--- config.mk ---
export PLATFORM = sky130hd
export DESIGN_NAME = stopwatch_ctrl_flat
export DESIGN_NICKNAME = d
export VERILOG_FILES = /design/src/rtl/stopwatch_ctrl_if.sv /design/src/rtl/stopwatch_ctrl.sv /design/src/flat_wrapper.sv
export SDC_FILE = /design/constraint.sdc
export NUM_CORES = 1
export LEC_CHECK = 0
export CAP_MARGIN = 20
export CORE_UTILIZATION = 65
export CTS_CLUSTER_SIZE = 40
export DETAILED_ROUTE_END_ITERATION = 16
export PLACE_DENSITY = 0.85
export SYNTH_ARGS = -nofsm -noshare
export SYNTH_HDL_FRONTEND = slang
export SYNTH_SLANG_ARGS = --single-unit
--- constraint.sdc ---
create_clock -name clk -period 7.79 [get_ports clk]
set_input_delay 2.337 -clock clk [delete_from_list [all_inputs] [get_ports clk]]
set_output_delay 2.337 -clock clk [all_outputs]
set_load 0.02 [all_outputs]
--- src/rtl/stopwatch_ctrl_if.sv ---
// Bundles the button pulses, recall address, live time and the controller outputs
// so the stopwatch controller and its neighbours share one port.
interface stopwatch_ctrl_if #(
  parameter int ADDR_W = 4,
  parameter int TIME_W = 24
);
  logic              start_stop_p;
  logic              pause_resume_p;
  logic              record_recall_p;
  logic              recall_mode_p;
  logic [ADDR_W-1:0] reg_address;
  logic [TIME_W-1:0] time_in;
  logic              count_en;
  logic              count_clr;
  logic [TIME_W-1:0] disp_time;
  logic [ADDR_W:0]   lap_count;
  logic              lap_overflow;
  logic              reg_exceed;
  logic              started_led;
  logic              paused_led;
  logic              recall_led;

  modport master (
    output start_stop_p, pause_resume_p, record_recall_p, recall_mode_p,
    output reg_address, time_in,
    input  count_en, count_clr, disp_time, lap_count, lap_overflow,
    input  reg_exceed, started_led, paused_led, recall_led
  );

  modport slave (
    input  start_stop_p, pause_resume_p, record_recall_p, recall_mode_p,
    input  reg_address, time_in,
    output count_en, count_clr, disp_time, lap_count, lap_overflow,
    output reg_exceed, started_led, paused_led, recall_led
  );
endinterface

--- src/rtl/stopwatch_ctrl.sv ---
// Stopwatch sequencing controller: turns debounced button pulses into counter
// run/clear control, owns the lap register bank and picks the displayed time.
module stopwatch_ctrl #(
  parameter int DEPTH  = 16,
  parameter int ADDR_W = 4,
  parameter int TIME_W = 24
) (
  input  logic            clk,
  input  logic            rst_n,
  stopwatch_ctrl_if.slave bus
);

  typedef enum logic [2:0] {
    S_IDLE,
    S_RUN,
    S_PAUSE,
    S_STOP,
    S_RECALL
  } state_t;

  state_t            r_state, w_stateNxt;
  state_t            r_retState, w_retStateNxt;
  logic [ADDR_W-1:0] r_rdPtr, w_rdPtrNxt;
  logic [ADDR_W:0]   r_lapCount, w_lapCountNxt;
  logic              r_lapOverflow, w_lapOverflowNxt;
  logic              w_lapWrite;
  logic              w_countClrNxt;
  logic              w_regExceedNxt;

  logic              w_ss, w_pr, w_rr, w_rm;
  logic              w_full, w_hasLaps, w_stepWrap;

  logic [TIME_W-1:0] r_lap [DEPTH];

  logic              r_countEn, r_countClr, r_regExceed;
  logic              r_startedLed, r_pausedLed, r_recallLed;
  logic [TIME_W-1:0] r_dispTime;

  // Only the highest-priority pulse of a cycle survives; the rest are dropped.
  assign w_ss = bus.start_stop_p;
  assign w_pr = bus.pause_resume_p & ~w_ss;
  assign w_rr = bus.record_recall_p & ~w_ss & ~bus.pause_resume_p;
  assign w_rm = bus.recall_mode_p & ~w_ss & ~bus.pause_resume_p & ~bus.record_recall_p;

  assign w_full     = (r_lapCount == (ADDR_W+1)'(DEPTH));
  assign w_hasLaps  = (r_lapCount != '0);
  // Stepping from the last valid entry or from an empty one both land on 0.
  assign w_stepWrap = (({1'b0, r_rdPtr} + (ADDR_W+1)'(1)) >= r_lapCount);

  always_comb begin
    w_stateNxt       = r_state;
    w_retStateNxt    = r_retState;
    w_rdPtrNxt       = r_rdPtr;
    w_lapCountNxt    = r_lapCount;
    w_lapOverflowNxt = r_lapOverflow;
    w_lapWrite       = 1'b0;
    w_countClrNxt    = 1'b0;

    case (r_state)
      S_IDLE: begin
        if (w_ss) begin
          w_stateNxt = S_RUN;
        end else if (w_rm && w_hasLaps) begin
          w_stateNxt    = S_RECALL;
          w_retStateNxt = S_IDLE;
          w_rdPtrNxt    = bus.reg_address;
        end
      end
      S_RUN: begin
        if (w_ss)      w_stateNxt = S_STOP;
        else if (w_pr) w_stateNxt = S_PAUSE;
      end
      S_PAUSE: begin
        if (w_ss)      w_stateNxt = S_STOP;
        else if (w_pr) w_stateNxt = S_RUN;
      end
      S_STOP: begin
        if (w_ss) begin
          w_stateNxt       = S_RUN;
          w_countClrNxt    = 1'b1;
          w_lapCountNxt    = '0;
          w_lapOverflowNxt = 1'b0;
        end else if (w_rm && w_hasLaps) begin
          w_stateNxt    = S_RECALL;
          w_retStateNxt = S_STOP;
          w_rdPtrNxt    = bus.reg_address;
        end
      end
      S_RECALL: begin
        if (w_rr) begin
          w_rdPtrNxt = w_stepWrap ? '0 : r_rdPtr + ADDR_W'(1);
        end else if (w_rm) begin
          w_stateNxt = r_retState;
        end
      end
      default: w_stateNxt = S_IDLE;
    endcase

    if ((r_state == S_RUN || r_state == S_PAUSE) && w_rr) begin
      if (w_full) begin
        w_lapOverflowNxt = 1'b1;
      end else begin
        w_lapWrite    = 1'b1;
        w_lapCountNxt = r_lapCount + (ADDR_W+1)'(1);
      end
    end

    w_regExceedNxt = (w_stateNxt == S_RECALL) && ({1'b0, w_rdPtrNxt} >= w_lapCountNxt);
  end

  always_ff @(posedge clk or negedge rst_n) begin
    if (!rst_n) begin
      r_state       <= S_IDLE;
      r_retState    <= S_IDLE;
      r_rdPtr       <= '0;
      r_lapCount    <= '0;
      r_lapOverflow <= 1'b0;
      r_countEn     <= 1'b0;
      r_countClr    <= 1'b0;
      r_regExceed   <= 1'b0;
      r_startedLed  <= 1'b0;
      r_pausedLed   <= 1'b0;
      r_recallLed   <= 1'b0;
      r_dispTime    <= '0;
    end else begin
      r_state       <= w_stateNxt;
      r_retState    <= w_retStateNxt;
      r_rdPtr       <= w_rdPtrNxt;
      r_lapCount    <= w_lapCountNxt;
      r_lapOverflow <= w_lapOverflowNxt;
      r_countEn     <= (w_stateNxt == S_RUN);
      r_countClr    <= w_countClrNxt;
      r_regExceed   <= w_regExceedNxt;
      r_startedLed  <= (w_stateNxt == S_RUN) || (w_stateNxt == S_PAUSE);
      r_pausedLed   <= (w_stateNxt == S_PAUSE);
      r_recallLed   <= (w_stateNxt == S_RECALL);
      // Display follows the state already in effect, hence one extra cycle of latency.
      if (r_state == S_RECALL) begin
        r_dispTime <= r_regExceed ? '0 : r_lap[r_rdPtr];
      end else begin
        r_dispTime <= bus.time_in;
      end
    end
  end

  // Lap bank is deliberately unreset; entries past lap_count are never shown.
  always_ff @(posedge clk) begin
    if (w_lapWrite) begin
      r_lap[r_lapCount[ADDR_W-1:0]] <= bus.time_in;
    end
  end

  assign bus.count_en     = r_countEn;
  assign bus.count_clr    = r_countClr;
  assign bus.disp_time    = r_dispTime;
  assign bus.lap_count    = r_lapCount;
  assign bus.lap_overflow = r_lapOverflow;
  assign bus.reg_exceed   = r_regExceed;
  assign bus.started_led  = r_startedLed;
  assign bus.paused_led   = r_pausedLed;
  assign bus.recall_led   = r_recallLed;

endmodule
--- src/flat_wrapper.sv ---
// flat-port wrapper written by rule: the top's interface ports become plain ports
module stopwatch_ctrl_flat 
#(
  parameter int DEPTH  = 16,
  parameter int ADDR_W = 4,
  parameter int TIME_W = 24
)
  (clk, rst_n, bus_start_stop_p, bus_pause_resume_p, bus_record_recall_p, bus_recall_mode_p, bus_reg_address, bus_time_in, bus_count_en, bus_count_clr, bus_disp_time, bus_lap_count, bus_lap_overflow, bus_reg_exceed, bus_started_led, bus_paused_led, bus_recall_led);
  stopwatch_ctrl_if #(.ADDR_W(ADDR_W), .TIME_W(TIME_W)) bus_i ();
  input  logic clk;
  input  logic rst_n;
  input wire logic [$bits(bus_i.start_stop_p)-1:0] bus_start_stop_p;
  input wire logic [$bits(bus_i.pause_resume_p)-1:0] bus_pause_resume_p;
  input wire logic [$bits(bus_i.record_recall_p)-1:0] bus_record_recall_p;
  input wire logic [$bits(bus_i.recall_mode_p)-1:0] bus_recall_mode_p;
  input wire logic [$bits(bus_i.reg_address)-1:0] bus_reg_address;
  input wire logic [$bits(bus_i.time_in)-1:0] bus_time_in;
  output wire logic [$bits(bus_i.count_en)-1:0] bus_count_en;
  output wire logic [$bits(bus_i.count_clr)-1:0] bus_count_clr;
  output wire logic [$bits(bus_i.disp_time)-1:0] bus_disp_time;
  output wire logic [$bits(bus_i.lap_count)-1:0] bus_lap_count;
  output wire logic [$bits(bus_i.lap_overflow)-1:0] bus_lap_overflow;
  output wire logic [$bits(bus_i.reg_exceed)-1:0] bus_reg_exceed;
  output wire logic [$bits(bus_i.started_led)-1:0] bus_started_led;
  output wire logic [$bits(bus_i.paused_led)-1:0] bus_paused_led;
  output wire logic [$bits(bus_i.recall_led)-1:0] bus_recall_led;
  assign bus_i.start_stop_p = bus_start_stop_p;
  assign bus_i.pause_resume_p = bus_pause_resume_p;
  assign bus_i.record_recall_p = bus_record_recall_p;
  assign bus_i.recall_mode_p = bus_recall_mode_p;
  assign bus_i.reg_address = bus_reg_address;
  assign bus_i.time_in = bus_time_in;
  assign bus_count_en = bus_i.count_en;
  assign bus_count_clr = bus_i.count_clr;
  assign bus_disp_time = bus_i.disp_time;
  assign bus_lap_count = bus_i.lap_count;
  assign bus_lap_overflow = bus_i.lap_overflow;
  assign bus_reg_exceed = bus_i.reg_exceed;
  assign bus_started_led = bus_i.started_led;
  assign bus_paused_led = bus_i.paused_led;
  assign bus_recall_led = bus_i.recall_led;
  stopwatch_ctrl #(.DEPTH(DEPTH), .ADDR_W(ADDR_W), .TIME_W(TIME_W)) u_core (.clk(clk), .rst_n(rst_n), .bus(bus_i));
endmodule
Word-level counts from Yosys, hierarchy flattened
Memory sizes are Yosys's and may differ from the RTL's.
Cells that the tools add are included.
- add/subtract/negate cells: 3
- $lt $le $gt $ge: 2
- eq/ne operators: 12
- muxes and demuxes: 35
- bitwise operators: 9
- reduce and logical (&&, ||, !) cells: 10
- operator list (operator ; count):
    $mux 24 ; 2
    $mux 3 ; 12
    $mux 5 ; 4
    $mux 4 ; 4
    $pmux 3 s4 ; 1
    $mux 1 ; 10
    $eq 3x2->1 const B ; 3
    $pmux 4 s2 ; 1
    $and 1x1->1 ; 6
    $eq 3x1->1 const B ; 2
    $eq 3x3->1 const B ; 2
    $pmux 3 s2 ; 1
    $add 4x1->5 const B ; 1
    $add 5x1->5 const B ; 1
    $eq 5x5->1 const B ; 1
    $ge 4x5->1 ; 1
    $ge 5x5->1 ; 1
    $reduce_and 5->1 ; 1
    $reduce_bool 5->1 ; 1
    $add 4x1->4 const B ; 1
    $ne 2x1->1 const B ; 2
    $ne 2x2->1 const B ; 2
    $logic_and 1x1->1 ; 3
    $logic_not 3->1 ; 1
    4 further kinds ; 7
- register bits: 46
- memory bits (writable): 384
- bits of input ports: 34
- output and inout port bits: 36
- logic and storage cells: 84
- memories kept: 1
- memories (name ; words ; width ; read ports ; clocked after memory_dff ; write ports ; line ; text):
    u_core.r_lap ; 16 ; 24 ; 1 ; 0 ; 1 ; stopwatch_ctrl.sv:33 ; logic [TIME_W-1:0] r_lap [DEPTH];

Longest topological paths before layout
Gate-level depths: netlist of run 1.
- depth in word-level cells: 10
- gate-level depth with buffers: 14
- gate-level depth less buffers: 13

Worst setup path before layout of run 1
No wires, ideal clock.
- path type: in2reg
- start point: in bus_start_stop_p
- end point: mem u_core.r_lap[7][0] (enable)
- setup time: 475 ps
- arrival time: 5991 ps
- required time: 7315 ps
- setup slack: 1324 ps
- stages on the path: 5
- path buffers: 2
- cell sequence: or3b_4 -> or3_1 -> buf_6 -> buf_2 -> nor4b_1
- longest elaborated chain between the ends: 7
- RTL lines (what ; line ; text):
    start: declaration ; flat_wrapper.sv:12 ; input wire logic [$bits(bus_i.start_stop_p)-1:0] bus_start_stop_p;
    $not 1->1 ; stopwatch_ctrl.sv:42 ; assign w_rr = bus.record_recall_p & ~w_ss & ~bus.pause_resume_p;
    $and 1x1->1 (2 in series) ; stopwatch_ctrl.sv:42 ;
    $logic_and 1x1->1 ; stopwatch_ctrl.sv:99 ; if ((r_state == S_RUN || r_state == S_PAUSE) && w_rr) begin
    $mux 1 ; stopwatch_ctrl.sv:99 ;
    $mux 1 ; stopwatch_ctrl.sv:148 ; if (w_lapWrite) begin
    $mux 1 (not written as such) ; stopwatch_ctrl.sv:149 ; r_lap[r_lapCount[ADDR_W-1:0]] <= bus.time_in;
    end: declaration ; stopwatch_ctrl.sv:33 ;
Every way passes these cells.

Final worst setup path of run 1
- start point: in bus_start_stop_p
- end point: reg u_core.r_regExceed, in the netlist u_core.bus.reg_exceed
- longest elaborated chain between the ends: 10
- elaborated cells between the ends (all ways): 29
- classes of those cells: 1 x order compare; 1 x eq/ne; 17 x mux; 7 x bitwise; 3 x reduce/logical
- RTL lines (what ; line ; text):
    $not 1->1 ; stopwatch_ctrl.sv:41, stopwatch_ctrl.sv:42, stopwatch_ctrl.sv:43 ;
    $and 1x1->1 (3 in series) ; stopwatch_ctrl.sv:43 ; assign w_rm = bus.recall_mode_p & ~w_ss & ~bus.pause_resume_p & ~bus.record_recall_p;
    $logic_and 1x1->1 ; stopwatch_ctrl.sv:63, stopwatch_ctrl.sv:83 ;
    $mux 4 / $mux 3 (equally long branches) ; stopwatch_ctrl.sv:63, stopwatch_ctrl.sv:83 ;
    $mux 4 / $mux 3 (equally long branches) ; stopwatch_ctrl.sv:78 ; if (w_ss) begin
    $pmux 4 s2 / $pmux 3 s4 (equally long branches) ; stopwatch_ctrl.sv:59 ; case (r_state)
    $ge 4x5->1 / $eq 3x3->1 (equally long branches) ; stopwatch_ctrl.sv:108 ; w_regExceedNxt = (w_stateNxt == S_RECALL) && ({1'b0, w_rdPtrNxt} >= w_lapCountNxt);
    $logic_and 1x1->1 (*) ; stopwatch_ctrl.sv:108 ;
    named net u_core.w_regExceedNxt ; stopwatch_ctrl.sv:28 ; logic w_regExceedNxt;
    end signal: assignment ; stopwatch_ctrl.sv:133 ; r_regExceed <= w_regExceedNxt;
    end: declaration ; stopwatch_ctrl.sv:35 ; logic r_countEn, r_countClr, r_regExceed;
Mark *: on every way through the listed nets, which the timed path passes. The rest lies on a longest branch.
A chain may end at the register's enable or synchronous reset.

==> results.ini, run 1 <==
[outcome]
outcome=completed

[yosys]
syn_nets=839
yosys.area.top_type_share_pct=69.27
yosys.area.top_type=edfxtp_1
synth_most_common_cell=edfxtp_1
synth_top_flop_cell=edfxtp_1
synthTopCellsByArea=edfxtp_1, mux4_2, dfrtp_1
syn-cell-area_um2=16650
synthArstFlopShare_pct=10.28
ys_ff_latch=428
synth_common_cells=edfxtp_1, mux4_2, mux2i_1, dfrtp_1, nand2_1
synth_cell_types=47
ys_warn_count=0
yosysSeqAreaShare_pct=75.89
synth_area_per_cell_um2=21.04
netlist_instances=791
synth-edff-count=384

[cells_and_area]
drive_gt1_share_pct=22.26
layout.nets=937
area_delta_synth_final_pct=15.97
nFillCells=1228
diodes=0

[job]
maxCapViolCount=0

[setup_path]
setup.worst_path.class=input pin to flop
crit_path_start=bus_start_stop_p
crit_path_max_fanout=15
crit_family=simple AND/OR/NAND/NOR gates
r2r-start=u_core.r_rdPtr[2]$_DFF_PN0_
critPathBufInv=1
slowest_delay_ns=0.71
cp-start-kind=input pin
cp.required_ns=8.21
slowest_stage=or3_1
crit_top_cell=o21ai_0
end_kind=flop
crit_path_cell_trace=clkdlybuf4s50_1 -> or3b_4 -> or3_1 -> a31oi_4 -> nand3_1 -> and3_1 -> ha_1 -> o21ai_0 -> a21oi_1 -> o21ai_0 -> nor2_1
crit_arrival_ns=5.55

[cts]
cts_num_sinks=428
holdBufCountCts=0
clkTransAtPathRegs_ns=0.06
post_cts_buffers=0
cts_tree=yes
cts_resized=0
clock_latency_ns=0.55
cts-buffers-inserted=41
root_buffer=clkbuf_16
htreeDepth=2
clockBufferDepth=3

[grt]
grt_max_degree=58
grt_pass1_wl_mm=56.46
grt_overflow_total=0
grt_pass1_vias=8731
grt_usage_pct=30.53
antenna_found_initial=0

[timing]
finalCritPeriodShare_pct=65.84
setup-violations-final=0
maxSlewViolCount=0
fin_crit_ns=5.129
slew-limit-headroom_pct=30.96
grt_setup_unrepaired=no
max_slew.worst_pin.slew_ns=1.036
max_freq_mhz=195.0
fin_worst_skew_ns=0.01641
setup_tns_ns=0
holdWs_ns=0.5465
hold_violations=0

[route]
wl_mm=38.05
drc=0
ant_nets=0
dr.pass1.iters=5
viasPerCell=6.832
vias=8547
routedWlPerCell_um=30.42
first_iter_violations=1083

[place]
gp_congestion=0.8963
dpl.hpwl_mm=19.28
portBuffers=69

[pwr]
leakage_nw=6.262
power_mw=6.014
ir_drop_mv=0.2436
power_density_nw_per_um2=311.5

[die]
die_w_um=162.0
rows=58
coreArea_um2=25180
die_h_um=162.0
die_area_um2=26250
io-pin-count=70
initial_utilization_pct=66.10

[worst_hold_path]
min_from=u_core.bus.lap_overflow$_DFF_PN0_
hold_path_class=flop to flop

## power by group
part,switching (mW),internal [mW]
clock,0.835,1.28
sequential,0.105,2.57
combinational,0.637,0.588
total,1.58,4.44
## worst register-to-register path, stage by stage (launching register included)
cell and delay [ns]:
dfrtp_2 0.34, buf_4 0.77, nand3_1 0.20, xnor2_1 0.21, ha_1 0.19, a2111oi_0 0.44, o21ai_1 0.26, nor3b_1 0.27
a221o_1 0.19, ha_1 0.24, o21ai_0 0.16, a21oi_1 0.06, o21ai_0 0.18, nor2_1 0.06
## logic make-up after synthesis
| group | count (synthesis) | synth area share [%] |
|---|---|---|
| DFF | 428 | 75.89 |
| and+or+nand+nor | 89 | 2.849 |
| adders and majority gates | 14 | 1.052 |
| AOI/OAI and AO/OA | 55 | 2.608 |
| xor gates and xnor gates | 5 | 0.2631 |
| muxes | 145 | 15.94 |
| buffers and inverters | 55 | 1.406 |
## cell usage in the layout, fill, tap and decap left out, types with 8 or more instances in the layout
cell               n
nor2_1             8
clkinv_2           8
o21ai_0            9
o221ai_1          26
clkbuf_1          11
clkbuf_16         43
nand3_1            9
ha_1              14
mux4_2            96
inv_1             12
dfrtp_1           41
mux2i_1           49
buf_4             25
clkdlybuf4s50_1   68
edfxtp_1         384
nand2_1           34
bufinv_16          8
## through the flow
step                      utilization, %  worst slack (ns)  area [µm²]  std cells
after CTS                          76.44             2.721       19250       1249
after global placement             70.77             2.315       17820       1174
after detailed placement           70.77             2.234       17820       1174
final                              76.66             2.661       19300       1251
after floorplan                        -             1.324       16650        791
after global routing               76.66             2.524       19300       1251
## worst paths after layout
path,end,slack [ns],depth (start not counted)
max in group asynchronous,u_core.r_rdPtr[1]$_DFF_PN0_,5.34,2
min in group asynchronous,u_core.bus.count_clr$_DFF_PN0_,1.92,2
worst min-delay path,u_core.bus.lap_overflow$_DFF_PN0_,0.55,2
worst max register to register,u_core.bus.reg_exceed$_DFF_PN0_,4.11,13
worst min register to register,u_core.bus.lap_overflow$_DFF_PN0_,0.55,2
worst max-delay path,u_core.bus.reg_exceed$_DFF_PN0_,2.66,11
## area by class of cell
class | count | area (µm²) | area share [%]
flip-flops and latches | 428 | 12640 | 65.49
multi-input cells | 308 | 3842 | 19.91
clock buffers | 54 | 1117 | 5.788
repair buffers | 96 | 928.4 | 4.809
inverters | 14 | 52.55 | 0.2722
well taps | 330 | 412.9 | 2.139
clock inverters | 21 | 309.0 | 1.601
## state kept, by name, summed over array words and instances, names as in the netlist, 3 cells and up
signal / count
u_core.r_rdPtr: 4
u_core.r_lap: 384
u_core.bus.lap_count: 5
u_core.bus.disp_time: 24
u_core.r_state: 3
## routing by layer
layer | vias up | GRT usage, % | share of wire, %
met1 | 4443 | 41.33 | 37
met2 | 552 | 51.93 | 53
met3 | 66 | 5.363 | 7.7
met5 | - | 0 | 0
met4 | 0 | 8.576 | 2.3
li1 | 3486 | - | -
Power figures use the tool's default switching activity.
==> run 2, diff against run 1 <==
--- a/config.mk
+++ b/config.mk
@@ -6,10 +6,10 @@
 export NUM_CORES = 1
 export LEC_CHECK = 0
 export CAP_MARGIN = 20
-export CORE_UTILIZATION = 65
+export CORE_UTILIZATION = 60
 export CTS_CLUSTER_SIZE = 40
 export DETAILED_ROUTE_END_ITERATION = 16
-export PLACE_DENSITY = 0.85
+export PLACE_DENSITY = 0.79
 export SYNTH_ARGS = -nofsm -noshare
 export SYNTH_HDL_FRONTEND = slang
 export SYNTH_SLANG_ARGS = --single-unit
==> constraint.sdc (replaced) <==
create_clock -name clk -period 5.1 [get_ports clk]
set_input_delay 1.53 -clock clk [delete_from_list [all_inputs] [get_ports clk]]
set_output_delay 1.53 -clock clk [all_outputs]
set_load 0.02 [all_outputs]
==> results.ini, run 2 (synthesis results as in run 1) <==
[grt]
antenna_found_initial=0  ; unchanged
grt_max_degree=60  ; +3.4%
grt_overflow_total=0  ; unchanged
grt_usage_pct=25.22  ; -5.3 points
grt_pass1_vias=8600  ; -1.5%
grt_pass1_wl_mm=52.07  ; -7.8%

[cts]
post_cts_buffers=0  ; unchanged
htreeDepth=2  ; unchanged
cts_num_sinks=428  ; unchanged
root_buffer=clkbuf_16
cts-buffers-inserted=42  ; +2.4%
clockBufferDepth=3  ; unchanged
clock_latency_ns=0.54  ; about the same
clkTransAtPathRegs_ns=0.06  ; about the same
holdBufCountCts=0  ; unchanged
cts_resized=0  ; unchanged
cts_tree=yes

[timing]
slew-limit-headroom_pct=34.21  ; +3.3 points
setup-violations-final=0  ; unchanged
fin_worst_skew_ns=0.01921  ; +0.002802 ns
hold_violations=0  ; unchanged
finalCritPeriodShare_pct=78.81
grt_setup_unrepaired=no
maxSlewViolCount=0  ; unchanged
worst_slack_ns=1.081  ; -1.580 ns
max_slew.worst_pin.slew_ns=0.9868  ; -0.04880 ns
max_freq_mhz=248.8
fin_crit_ns=4.019

[setup_path]
crit_arrival_ns=4.43  ; -1.12 ns
crit_top_cell=o21ai_0
crit_family=simple AND/OR/NAND/NOR gates
cp.required_ns=5.51  ; -2.70 ns
setup.worst_path.class=input pin to flop
slowest_delay_ns=0.51  ; -0.20 ns
end_kind=flop
crit_path_max_fanout=12  ; -3
cp-start-kind=input pin
critPathBufInv=2  ; +1
crit_path_cell_trace=clkdlybuf4s50_1 -> or3b_4 -> or3_1 -> buf_4 -> o21bai_1 -> nand3_1 -> o21ai_0 -> ha_1 -> o21ai_0 -> a21oi_1 -> o21ai_0 -> nor2_1
slowest_stage=clkdlybuf4s50_1

[die]
coreArea_um2=27100  ; +7.6%
die_w_um=168.6  ; +4.0%
die_h_um=168.6  ; +4.0%
die_area_um2=28410  ; +8.2%
io-pin-count=70  ; unchanged
rows=60  ; +3.4%
initial_utilization_pct=61.42  ; -4.7 points

[pwr]
power_density_nw_per_um2=463.0  ; +49%
ir_drop_mv=0.2791  ; +15%
power_mw=8.926  ; +48%
leakage_nw=6.224  ; -0.61%

[cells_and_area]
diodes=0  ; unchanged
nFillCells=1544  ; +26%
register_area_um2=12640  ; unchanged
multi_input_area_um2=3851  ; +0.23%
fin_area_um2=19280  ; -0.14%
mostFrequentLayoutCell=edfxtp_1
fin_cells=1297  ; +3.7%
largest_reg_flops=384  ; unchanged
layout.nets=940  ; +0.32%
area_delta_synth_final_pct=15.81
drive_gt1_share_pct=22.27  ; about the same
final_cell_mix=edfxtp_1, mux4_2, clkdlybuf4s50_1, mux2i_1, clkbuf_16

[route]
drc=0  ; unchanged
met2_length_mm=17.75  ; -11%
routedWlPerCell_um=26.41  ; -13%
top_layer_used=met4
ant_nets=0  ; unchanged
first_iter_violations=892  ; -18%
viasPerCell=6.335  ; -7.3%
vias=8216  ; -3.9%
wl_mm=34.26  ; -10%
wl_met3_mm=1.987  ; -32%
m1WireLength_mm=13.51  ; -4.8%
dr.pass1.iters=7  ; +2

[place]
portBuffers=69  ; unchanged
dp_worst_setup_slack_ns=0.5754  ; -1.658 ns
gp_congestion=0.8334  ; -7.0%
placed_area_um2=17910  ; +0.51%
dpl.hpwl_mm=18.78  ; -2.6%
dp_cells=1220  ; +3.9%

[outcome]
outcome=completed

[worst_hold_path]
hold_path_class=flop to flop

[job]
maxCapViolCount=0  ; unchanged

run 2: final timing paths:
kind	startpoint	endpoint	slack (ns)	cells after the start
setup / recovery	bus_start_stop_p	u_core.bus.reg_exceed$_DFF_PN0_	1.08	12
hold / removal	u_core.bus.lap_overflow$_DFF_PN0_	u_core.bus.lap_overflow$_DFF_PN0_	0.53	2
setup reg to reg	u_core.r_rdPtr[1]$_DFF_PN0_	u_core.bus.reg_exceed$_DFF_PN0_	1.62	12
hold reg to reg	u_core.bus.lap_overflow$_DFF_PN0_	u_core.bus.lap_overflow$_DFF_PN0_	0.53	2
max in group asynchronous	rst_n	u_core.r_rdPtr[1]$_DFF_PN0_	3.48	2
min in group asynchronous	rst_n	u_core.r_rdPtr[0]$_DFF_PN0_	1.11	2
run 2: layout make-up:
cell class	instances	area share [%]
clock buffers	55	5.919
clock inverters	22	1.155
flip-flops and latches	428	65.57
well taps	372	2.414
repair buffers	98	4.686
multi-input cells	308	19.98
inverters	14	0.2726
run 2: layer usage:
metal  vias up  track usage (%)
li1       3479                -
met1      4289            33.39
met2       366            42.81
met3        82            4.185
met4         0            9.289
met5         -                0
run 2: power by group:
part	total [mW]	switching, mW	leakage [nW]	internal [mW]
Combinational	1.76	0.868	1.57	0.887
Clock	3.04	1.25	0.669	1.79
Sequential	4.13	0.209	3.99	3.92
run 2: worst register-to-register path: cells and delay by family (launching register included):
kind            cells  cell delay, ns
compound gates      6            1.18
fa+ha+maj           3            0.86
flops               1            0.84
simple gates        3            0.48
run 2: through the flow:
| step | hold slack (ns) | TNS (ns) | util (%) |
|---|---|---|---|
| 2_1_floorplan | 0.5089 | -47.45 | - |
| 3_3_place_gp | 0.5025 | 0 | 66.10 |
| 3_5_place_dp | 0.5060 | 0 | 66.10 |
| 4_1_cts | 0.5191 | 0 | 71.13 |
| 5_1_grt | 0.5640 | 0 | 71.13 |
| 6_report | 0.5345 | 0 | 71.13 |
